==> src/rtl/hvac_sequencer.sv <==
// -----------------------------------------------------------------------------
// hvac_sequencer
//   Sequences the home heater and cooler from the temperature sensor ST.
//   Hysteresis thresholds keep the plant from chattering. A minimum run time
//   protects the compressor and burner. A changeover dead time separates
//   consecutive runs. The fire alarm (SFA) forces a lockout with both
//   actuators off.
//
// Optional feature: define HVAC_FAN_EN to add the fan output. The fan runs in
//   HEAT and COOL. It also runs in DWELL when DWELL follows a HEAT or COOL run
//   (post-run purge). It is off in IDLE and LOCK.
//
// Ports
//   Clk         in   1   system clock, rising edge
//   Rst         in   1   asynchronous active-low reset
//   en          in   1   HVAC enable; 0 = no new heat/cool cycle
//   SFA         in   1   fire alarm sensor, 1 = fire
//   ST          in   TW  current temperature (unsigned)
//   heater      out  1   heater drive  (decode of registered state)
//   cooler      out  1   cooler drive  (decode of registered state)
//   hvac_state  out  3   state code: IDLE=0 HEAT=1 COOL=2 DWELL=3 LOCK=4
//   fan         out  1   fan drive (only with HVAC_FAN_EN)
// -----------------------------------------------------------------------------
module hvac_sequencer #(
  parameter int TW       = 7,
  parameter int HEAT_ON  = 50,
  parameter int HEAT_OFF = 60,
  parameter int COOL_ON  = 80,
  parameter int COOL_OFF = 70,
  parameter int MIN_RUN  = 16,
  parameter int DEAD_CYC = 4
) (
  input  logic          Clk,
  input  logic          Rst,
  input  logic          en,
  input  logic          SFA,
  input  logic [TW-1:0] ST,
  output logic          heater,
  output logic          cooler,
`ifdef HVAC_FAN_EN
  output logic          fan,
`endif
  output logic [2:0]    hvac_state
);

  localparam logic [2:0] S_IDLE  = 3'd0;
  localparam logic [2:0] S_HEAT  = 3'd1;
  localparam logic [2:0] S_COOL  = 3'd2;
  localparam logic [2:0] S_DWELL = 3'd3;
  localparam logic [2:0] S_LOCK  = 3'd4;

  // The counter must hold the larger of the two reload values.
  localparam int CMAX = (MIN_RUN > DEAD_CYC) ? MIN_RUN : DEAD_CYC;
  localparam int CW   = (CMAX > 1) ? $clog2(CMAX) : 1;

  localparam logic [TW-1:0] P_HEAT_ON  = TW'(HEAT_ON);
  localparam logic [TW-1:0] P_HEAT_OFF = TW'(HEAT_OFF);
  localparam logic [TW-1:0] P_COOL_ON  = TW'(COOL_ON);
  localparam logic [TW-1:0] P_COOL_OFF = TW'(COOL_OFF);
  localparam logic [CW-1:0] P_RUN_LD   = CW'(MIN_RUN - 1);
  localparam logic [CW-1:0] P_DEAD_LD  = CW'(DEAD_CYC - 1);
  localparam logic [CW-1:0] P_ZERO     = {CW{1'b0}};
  localparam logic [CW-1:0] P_ONE      = CW'(1);

  // Reject threshold orderings that would break the hysteresis bands.
  if (!((HEAT_ON < HEAT_OFF) && (HEAT_OFF <= COOL_OFF) && (COOL_OFF < COOL_ON) &&
        (COOL_ON <= (1 << TW) - 1))) begin : g_bad_thresholds
    $error("hvac_sequencer: threshold ordering violated");
  end
  if ((MIN_RUN < 1) || (DEAD_CYC < 1)) begin : g_bad_timing
    $error("hvac_sequencer: MIN_RUN and DEAD_CYC must be >= 1");
  end

  logic [2:0]    r_state;
  logic [CW-1:0] r_cnt;
  logic [2:0]    w_next_state;
  logic [CW-1:0] w_next_cnt;

  // Next-state and counter logic; SFA overrides every other condition.
  always_comb begin
    w_next_state = r_state;
    w_next_cnt   = r_cnt;
    if (SFA) begin
      w_next_state = S_LOCK;
      w_next_cnt   = P_ZERO;
    end else begin
      case (r_state)
        S_IDLE: begin
          if (en && (ST < P_HEAT_ON)) begin
            w_next_state = S_HEAT;
            w_next_cnt   = P_RUN_LD;
          end else if (en && (ST > P_COOL_ON)) begin
            w_next_state = S_COOL;
            w_next_cnt   = P_RUN_LD;
          end else begin
            w_next_state = S_IDLE;
          end
        end
        S_HEAT: begin
          // The exit test is evaluated only once the minimum run has elapsed.
          if (r_cnt != P_ZERO) begin
            w_next_cnt = r_cnt - P_ONE;
          end else if ((ST >= P_HEAT_OFF) || !en) begin
            w_next_state = S_DWELL;
            w_next_cnt   = P_DEAD_LD;
          end else begin
            w_next_state = S_HEAT;
          end
        end
        S_COOL: begin
          if (r_cnt != P_ZERO) begin
            w_next_cnt = r_cnt - P_ONE;
          end else if ((ST <= P_COOL_OFF) || !en) begin
            w_next_state = S_DWELL;
            w_next_cnt   = P_DEAD_LD;
          end else begin
            w_next_state = S_COOL;
          end
        end
        S_DWELL: begin
          if (r_cnt != P_ZERO) begin
            w_next_cnt = r_cnt - P_ONE;
          end else begin
            w_next_state = S_IDLE;
          end
        end
        S_LOCK: begin
          // The alarm has cleared. Restart only after a full dead time.
          w_next_state = S_DWELL;
          w_next_cnt   = P_DEAD_LD;
        end
        default: begin
          w_next_state = S_IDLE;
          w_next_cnt   = P_ZERO;
        end
      endcase
    end
  end

  // State and counter registers.
  always_ff @(posedge Clk or negedge Rst) begin
    if (!Rst) begin
      r_state <= S_IDLE;
      r_cnt   <= P_ZERO;
    end else begin
      r_state <= w_next_state;
      r_cnt   <= w_next_cnt;
    end
  end

  // Outputs decode the registered state, so reset drops them immediately.
  assign heater     = (r_state == S_HEAT);
  assign cooler     = (r_state == S_COOL);
  assign hvac_state = r_state;

`ifdef HVAC_FAN_EN
  logic r_purge;

  // Record on DWELL entry whether it follows a run (purge) or a lockout.
  always_ff @(posedge Clk or negedge Rst) begin
    if (!Rst) begin
      r_purge <= 1'b0;
    end else if ((w_next_state == S_DWELL) && (r_state != S_DWELL)) begin
      r_purge <= (r_state == S_HEAT) || (r_state == S_COOL);
    end else begin
      r_purge <= r_purge;
    end
  end

  assign fan = (r_state == S_HEAT) || (r_state == S_COOL) ||
               ((r_state == S_DWELL) && r_purge);
`endif

endmodule

==> config.mk <==
export PLATFORM = sky130hd
export DESIGN_NAME = hvac_sequencer
export DESIGN_NICKNAME = d
export VERILOG_FILES = /design/src/rtl/hvac_sequencer.sv
export SDC_FILE = /design/constraint.sdc
export NUM_CORES = 1
export LEC_CHECK = 0
export ABC_CLOCK_PERIOD_IN_PS = 1800
export CORE_AREA = 2 2 39 41
export DETAILED_ROUTE_END_ITERATION = 10
export DIE_AREA = 0 0 41 43
export DONT_BUFFER_PORTS = 1
export PLACE_DENSITY = 0.65
export SETUP_SLACK_MARGIN = 0.3
export SLEW_MARGIN = 20
export SYNTH_ARGS = -nofsm -noshare
export SYNTH_HDL_FRONTEND = slang
export SYNTH_SLANG_ARGS = --single-unit
==> constraint.sdc <==
create_clock -name Clk -period 1.8 [get_ports Clk]
set_clock_uncertainty 0.2 [all_clocks]
set_input_delay 0.09 -clock Clk [delete_from_list [all_inputs] [get_ports Clk]]
set_output_delay 0.09 -clock Clk [all_outputs]
set_load 0.05 [all_outputs]
# Word level (Yosys, flattened, before mapping)
# Cells that the tools add are included.
dict set report word_totals {
  reg_bits 7
  input_bits 11
  out_inout_bits 5
  wordCells 45
}
dict set report op_classes {
  n_addsub 1
  magnitude_cmp 4
  n_eq_ne 11
  n_mux 18
  n_reduce_logical 9
}
# operator count
set ops {}
lappend ops {{2-to-1 mux 4 bit} 8}
lappend ops {{one-hot mux 4 bit (5 select lines)} 1}
lappend ops {{one-hot mux 3 bit (5 select lines)} 1}
lappend ops {{2-to-1 mux 3 bit} 4}
lappend ops {{!= test 3 bit (second input constant)} 4}
lappend ops {{!= test 4 x 2 -> 1 bit (second input constant)} 2}
lappend ops {{greater-or-equal comparator 7 x 6 -> 1 bit (second input constant)} 1}
lappend ops {{> comparator 7 bit (second input constant)} 1}
lappend ops {{<= comparator 7 bit (second input constant)} 1}
lappend ops {{< comparator 7 x 6 -> 1 bit (second input constant)} 1}
lappend ops {{equality test 3 x 2 -> 1 bit (second input constant)} 2}
lappend ops {{2-to-1 mux 2 bit} 3}
lappend ops {{!= test 4 bit (second input constant)} 1}
lappend ops {{AND reduction 4 bit} 1}
lappend ops {{nonzero test 4 bit} 1}
lappend ops {{subtractor 4 x 1 -> 4 bit (second input constant)} 1}
lappend ops {{equality test 3 x 1 -> 1 bit (second input constant)} 1}
lappend ops {{equality test 3 bit (second input constant)} 1}
lappend ops {{zero test 3 bit} 1}
lappend ops {{AND reduction 3 bit} 1}
lappend ops {{logical AND 1 bit} 2}
lappend ops {{logical OR 1 bit} 2}
lappend ops {{zero test 1 bit} 1}
lappend ops {{2-to-1 mux 1 bit} 1}

# Depth between registers and ports, before layout
dict set report logic_depth {
  word_depth 6
  ltp_mapped 7
  mapped_depth_nobuf 7
}

# Least setup slack after synthesis
# Ideal clock, no wire load.
dict set report synth_timing {
  kind {register -> register}
  start {register r_state[2], in the netlist hvac_state[2]}
  end {register r_cnt[2]}
  setup_time_ns 0.136
  t_arrival_ns 2.017
  required_ns 1.464
  slack_ns -0.554
  path_stages_with_launch 6
  path_buffers 0
  synth_period_minus_slack_ns 2.354
  cell_sequence {dfrtp_1 -> nand2b_1 -> nor2_1 -> a22oi_1 -> o21bai_4 -> o32ai_1}
}
dict set report synth_via {
  elab_chain_cells 3
  word_cells_on_any_way 12
  classes_between {eq/ne: 8; mux: 2; reduce/logical: 2}
}
# item line
set synth_rtl {}
lappend synth_rtl {{start, declared} 74} ;# logic [2:0] r_state;
lappend synth_rtl {{start signal, assigned} 146} ;# r_state <= w_next_state;
lappend synth_rtl {{equality test 3 x 1 -> 1 bit (*)} -}
lappend synth_rtl {{net heater} 38} ;# output logic heater,
lappend synth_rtl {{!= test 4 x 2 -> 1 bit (no source line) or one-hot mux 4 bit (5 select lines) (tied branches)} -}
lappend synth_rtl {{AND reduction 4 bit (no source line) or 2-to-1 mux 4 bit (tied branches)} -}
lappend synth_rtl {{end signal, assigned} 147} ;# r_cnt <= w_next_cnt;
lappend synth_rtl {{end, declared} 75} ;# logic [CW-1:0] r_cnt;
# The timed path passes the listed nets; every way through them passes the cells marked *.
# A chain may end at the register's enable or synchronous reset.

# Final worst setup path
dict set report layout_timing {
  start {register r_cnt[0]}
  end {register r_cnt[3]}
}
dict set report layout_via {
  elab_chain_cells 4
  word_cells_on_any_way 11
  classes_between {add/sub: 1; eq/ne: 3; mux: 5; reduce/logical: 2}
}
# item line
set layout_rtl {}
lappend layout_rtl {{subtractor 4 x 1 -> 4 bit or nonzero test 4 bit (tied branches)} -}
lappend layout_rtl {{2-to-1 mux 4 bit, on equally long branches} {121, 101, 111}}
lappend layout_rtl {{one-hot mux 4 bit (5 select lines)} 87} ;# case (r_state)
lappend layout_rtl {{2-to-1 mux 4 bit} 83} ;# if (SFA) begin
# Parallel ways exist; a longest one is shown, timed or not. The select of a mux whose other input is x is not followed.

==> key figures <==
Run status
  – Outcome: finished with violations
  – Failing checks: hold timing

Logic synthesis
  – Main combinational cell family by area after synthesis: compound AO/OA/AOI/OAI gates
  – Avg Cell Area, Syn: approximately 7.5 sq um
  – Seq cells post-synth: 7
  – Compound-Gate Fraction of Synth Area: a little over a third
  – Register area share after synthesis: approximately 27%
  – Xor and xnor area share after synthesis: 0%
  – Syn nets: 97
  – Syn Inst Count: 85
  – Synth cell types: 31
  – Ys Warns: 0
  – Mapped Area: between 600 and 700 sq um
  – Mux contribution to synthesized area: 0%
  – Simple-gate share of the synthesized area: 27.0%
  – Post-Synth Adder-Cell Area: 3.52%

Cells and area
  – Area delta synth->final: 43.2%
  – Fillers: 117
  – Area of the multi-input gates: 508 sq um
  – # nets final: ~120
  – Layout cell share with drive strength beyond 1: between 40% and 50%
  – Cell Count, Final, Fillers Out: between 100 and 150
  – Seq. cell area: between 150 and 200 sq um
  – Core Util, Final: 66.2%
  – Ant diodes: 0

Timing
  – Total negative setup slack: 0 ns
  – RSZ-0062 raised after global routing: yes
  – Post-route minimum period: around 1.8 ns
  – Smallest hold slack: -0.343 ns
  – Least-Margin Pin Slew: between 0.3 and 0.4 ns
  – Finish-stage setup viols: 0
  – Max Slew Vio Count: 0
  – Fin. Hold Viols: 7
  – Final period util: 99.1%
  – Max_slew headroom: approximately three quarters
  – Peak Freq: 0.560 GHz

Critical path
  – Critical path arrival: about 1.7 ns
  – R2R Path Start: r_cnt[0]$_DFFE_PN0P_
  – Register-to-Register Path Depth: 6
  – Critical path required time: between 1.5 and 2 ns
  – Crit-path max FO: 3
  – FF-to-FF End: r_cnt[3]$_DFFE_PN0P_
  – Crit path from: r_cnt[0]$_DFFE_PN0P_
  – Reg2Reg Setup Slack: 0.02 ns
  – Critical Path Start Type: register
  – CP endpoint kind: register
  – Critical path class: register to register

Detailed routing
  – Final wirelength: approximately 1.9 mm
  – DR WL/cell: ~16 microns
  – Post-DRT Antenna Nets: 0
  – Drt drc: 0
  – Pre-antenna DRT Iters: 4
  – Iteration-0 DRC Markers: 26
  – Vias/cell: slightly above 6
  – Vias: 735

GRT
  – GRT overflow: 0
  – First-pass GRT wire length: around 2.9 mm
  – Vias in the first global route: 687
  – Initial antenna violation count: 0
  – Largest net degree at the start of global routing: 11
  – Total track usage: between 20 and 25%

Power
  – P per Cell Area: between 800 and 900 nW/um^2
  – P_leak: 0.360 nW
  – Peak supply drop: between 400 and 500 uV

Die
  – Die area: approximately 1800 sq um
  – Die W: around 40 microns
  – Die Y: between 40 and 50 microns
  – # IOs: 16
  – Initial Util: 46.2%
  – Core Area: about 1400 sq um
  – Site Rows: 14

Run
  – Max-cap viol count: 0

Clock network
  – Cts bufs inserted: 3
  – Clk_lat worst skew: 0.27 ns
  – Clock sink count: 7
  – Hold buffer count at cts: 2
  – H-tree Lvls: 1
  – Root Buffer Master: clkbuf_4
  – Reg clk slew, reported paths: approximately 0.06 ns
  – CTS tree: done
  – Clock Path Buffers: 2

Placement
  – GP Congestion: slightly above 0.8
  – Placed cells: between 100 and 150
  – Port-buffer cells: 0
  – DP HPWL: roughly 1.3 mm

Min path
  – Worst hold start: SFA
  – Hold EP: hvac_state[2]$_DFFE_PN0P_
  – WHS Path Cells: 0
  – HP Class: primary input to register
## synth_stat cells (all sizes together)
master	count	area, sq um
o211ai	1	7.51
a211oi	2	25.0
a221oi	1	8.76
nand2	6	22.5
nor4	2	12.5
nand4	1	6.26
a21o	1	7.51
nor3b	1	12.5
and2	1	6.26
o21ai	7	35.0
or3	1	6.26
o21bai	1	18.8
dfrtp	7	175
nor2b	1	6.26
ha	1	12.5
a32o	1	10.0
buf	2	10.0
a22oi	1	7.51
inv	6	22.5
nor3	4	20.0
nand2b	5	31.3
o32ai	2	17.5
nor2	10	37.5
clkbuf	3	11.3
a31oi	3	18.8
maj3	1	10.0
a21oi	11	58.8
or3b	1	11.3
a311o	1	10.0
## report_power, final
group          total, W  internal [W]  switching [W]
combinational  0.000424      0.000199       0.000225
clock          0.000150     0.0000850      0.0000647
sequential     0.000208      0.000181      0.0000266
total          0.000782      0.000465       0.000317
## timing repair
| item | 4_1_cts | 5_1_grt |
|---|---|---|
| setup buffers | 3 | 2 |
| cloned | 0 | 0 |
| endpoints found under the hold margin | 14 | 7 |
| pin swaps | 9 | 7 |
| gates resized for setup | 5 | 11 |
| setup endpoints to repair | 8 | 7 |
## cells in the final DEF (no fill, tap or decap), types with 2 or more instances in the layout
master	n
buf_4	13
a21oi_1	9
nor2_1	8
nand2_1	6
o21ai_0	4
inv_1	4
dfrtp_1	4
nand2b_1	3
o21ai_2	3
a31oi_1	3
clkbuf_4	3
dfrtp_2	3
inv_2	2
nand2b_4	2
nor2_4	2
a21oi_2	2
nor3_1	2
o32ai_1	2
a211oi_2	2
dlygate4sd3_1	2
buf_6	2
## layer usage
metal	vias up	routed length, microns	GRT usage [%]
li1	347	-	-
met1	361	795	29.2
met2	23	924	36.3
met4	0	33	10.0
met3	4	115	11.0
met5	-	0	0
## final cells by class
class,instances,share of cell area [%]
well taps,16,2.19
flip-flops and latches,7,19.5
repair buffers,18,17.5
clock buffers,4,2.87
inverters,6,2.46
multi-input cells,67,55.5
## stage by stage
| step | hold slack [ns] | total power (W) | setup WS (ns) | area [sq um] |
|---|---|---|---|---|
| floorplan | -0.406 | 0.000462 | -0.0243 | 679 |
| global placement | -0.405 | 0.000547 | -0.0289 | 758 |
| detailed placement | -0.405 | 0.000553 | -0.0771 | 758 |
| CTS | -0.351 | 0.000742 | 0.00856 | 847 |
| global route | -0.370 | 0.000831 | -0.0434 | 916 |
| finish | -0.343 | 0.000782 | 0.0155 | 916 |
## worst max-delay path, stage by stage, from the launching register on
cell and delay (ns):
dfrtp_1 0.38, inv_2 0.08, ha_4 0.13, or3b_4 0.39, maj3_2 0.31, a21oi_2 0.12, o32ai_1 0.08
## registers in the layout, indices dropped and copies added (netlist names)
| register | count |
|---|---|
| r_cnt | 4 |
| hvac_state | 3 |
## logic make-up after synthesis
logic type,count (synthesis)
compound gates,32
fa+ha+maj,2
buf+inv,11
flops,7
simple gates,33
## how the worst max path moves through the flow
stage	to	slack [ns]
6_report	r_cnt[3]$_DFFE_PN0P_	0.02
5_1_grt	r_cnt[3]$_DFFE_PN0P_	-0.04
4_1_cts	r_cnt[3]$_DFFE_PN0P_	0.009
3_5_place_dp	r_cnt[1]$_DFFE_PN0P_	-0.08
3_3_place_gp	r_cnt[1]$_DFFE_PN0P_	-0.03
2_1_floorplan	r_cnt[3]$_DFFE_PN0P_	-0.02
No activity file was read; power rests on OpenSTA's default activity.
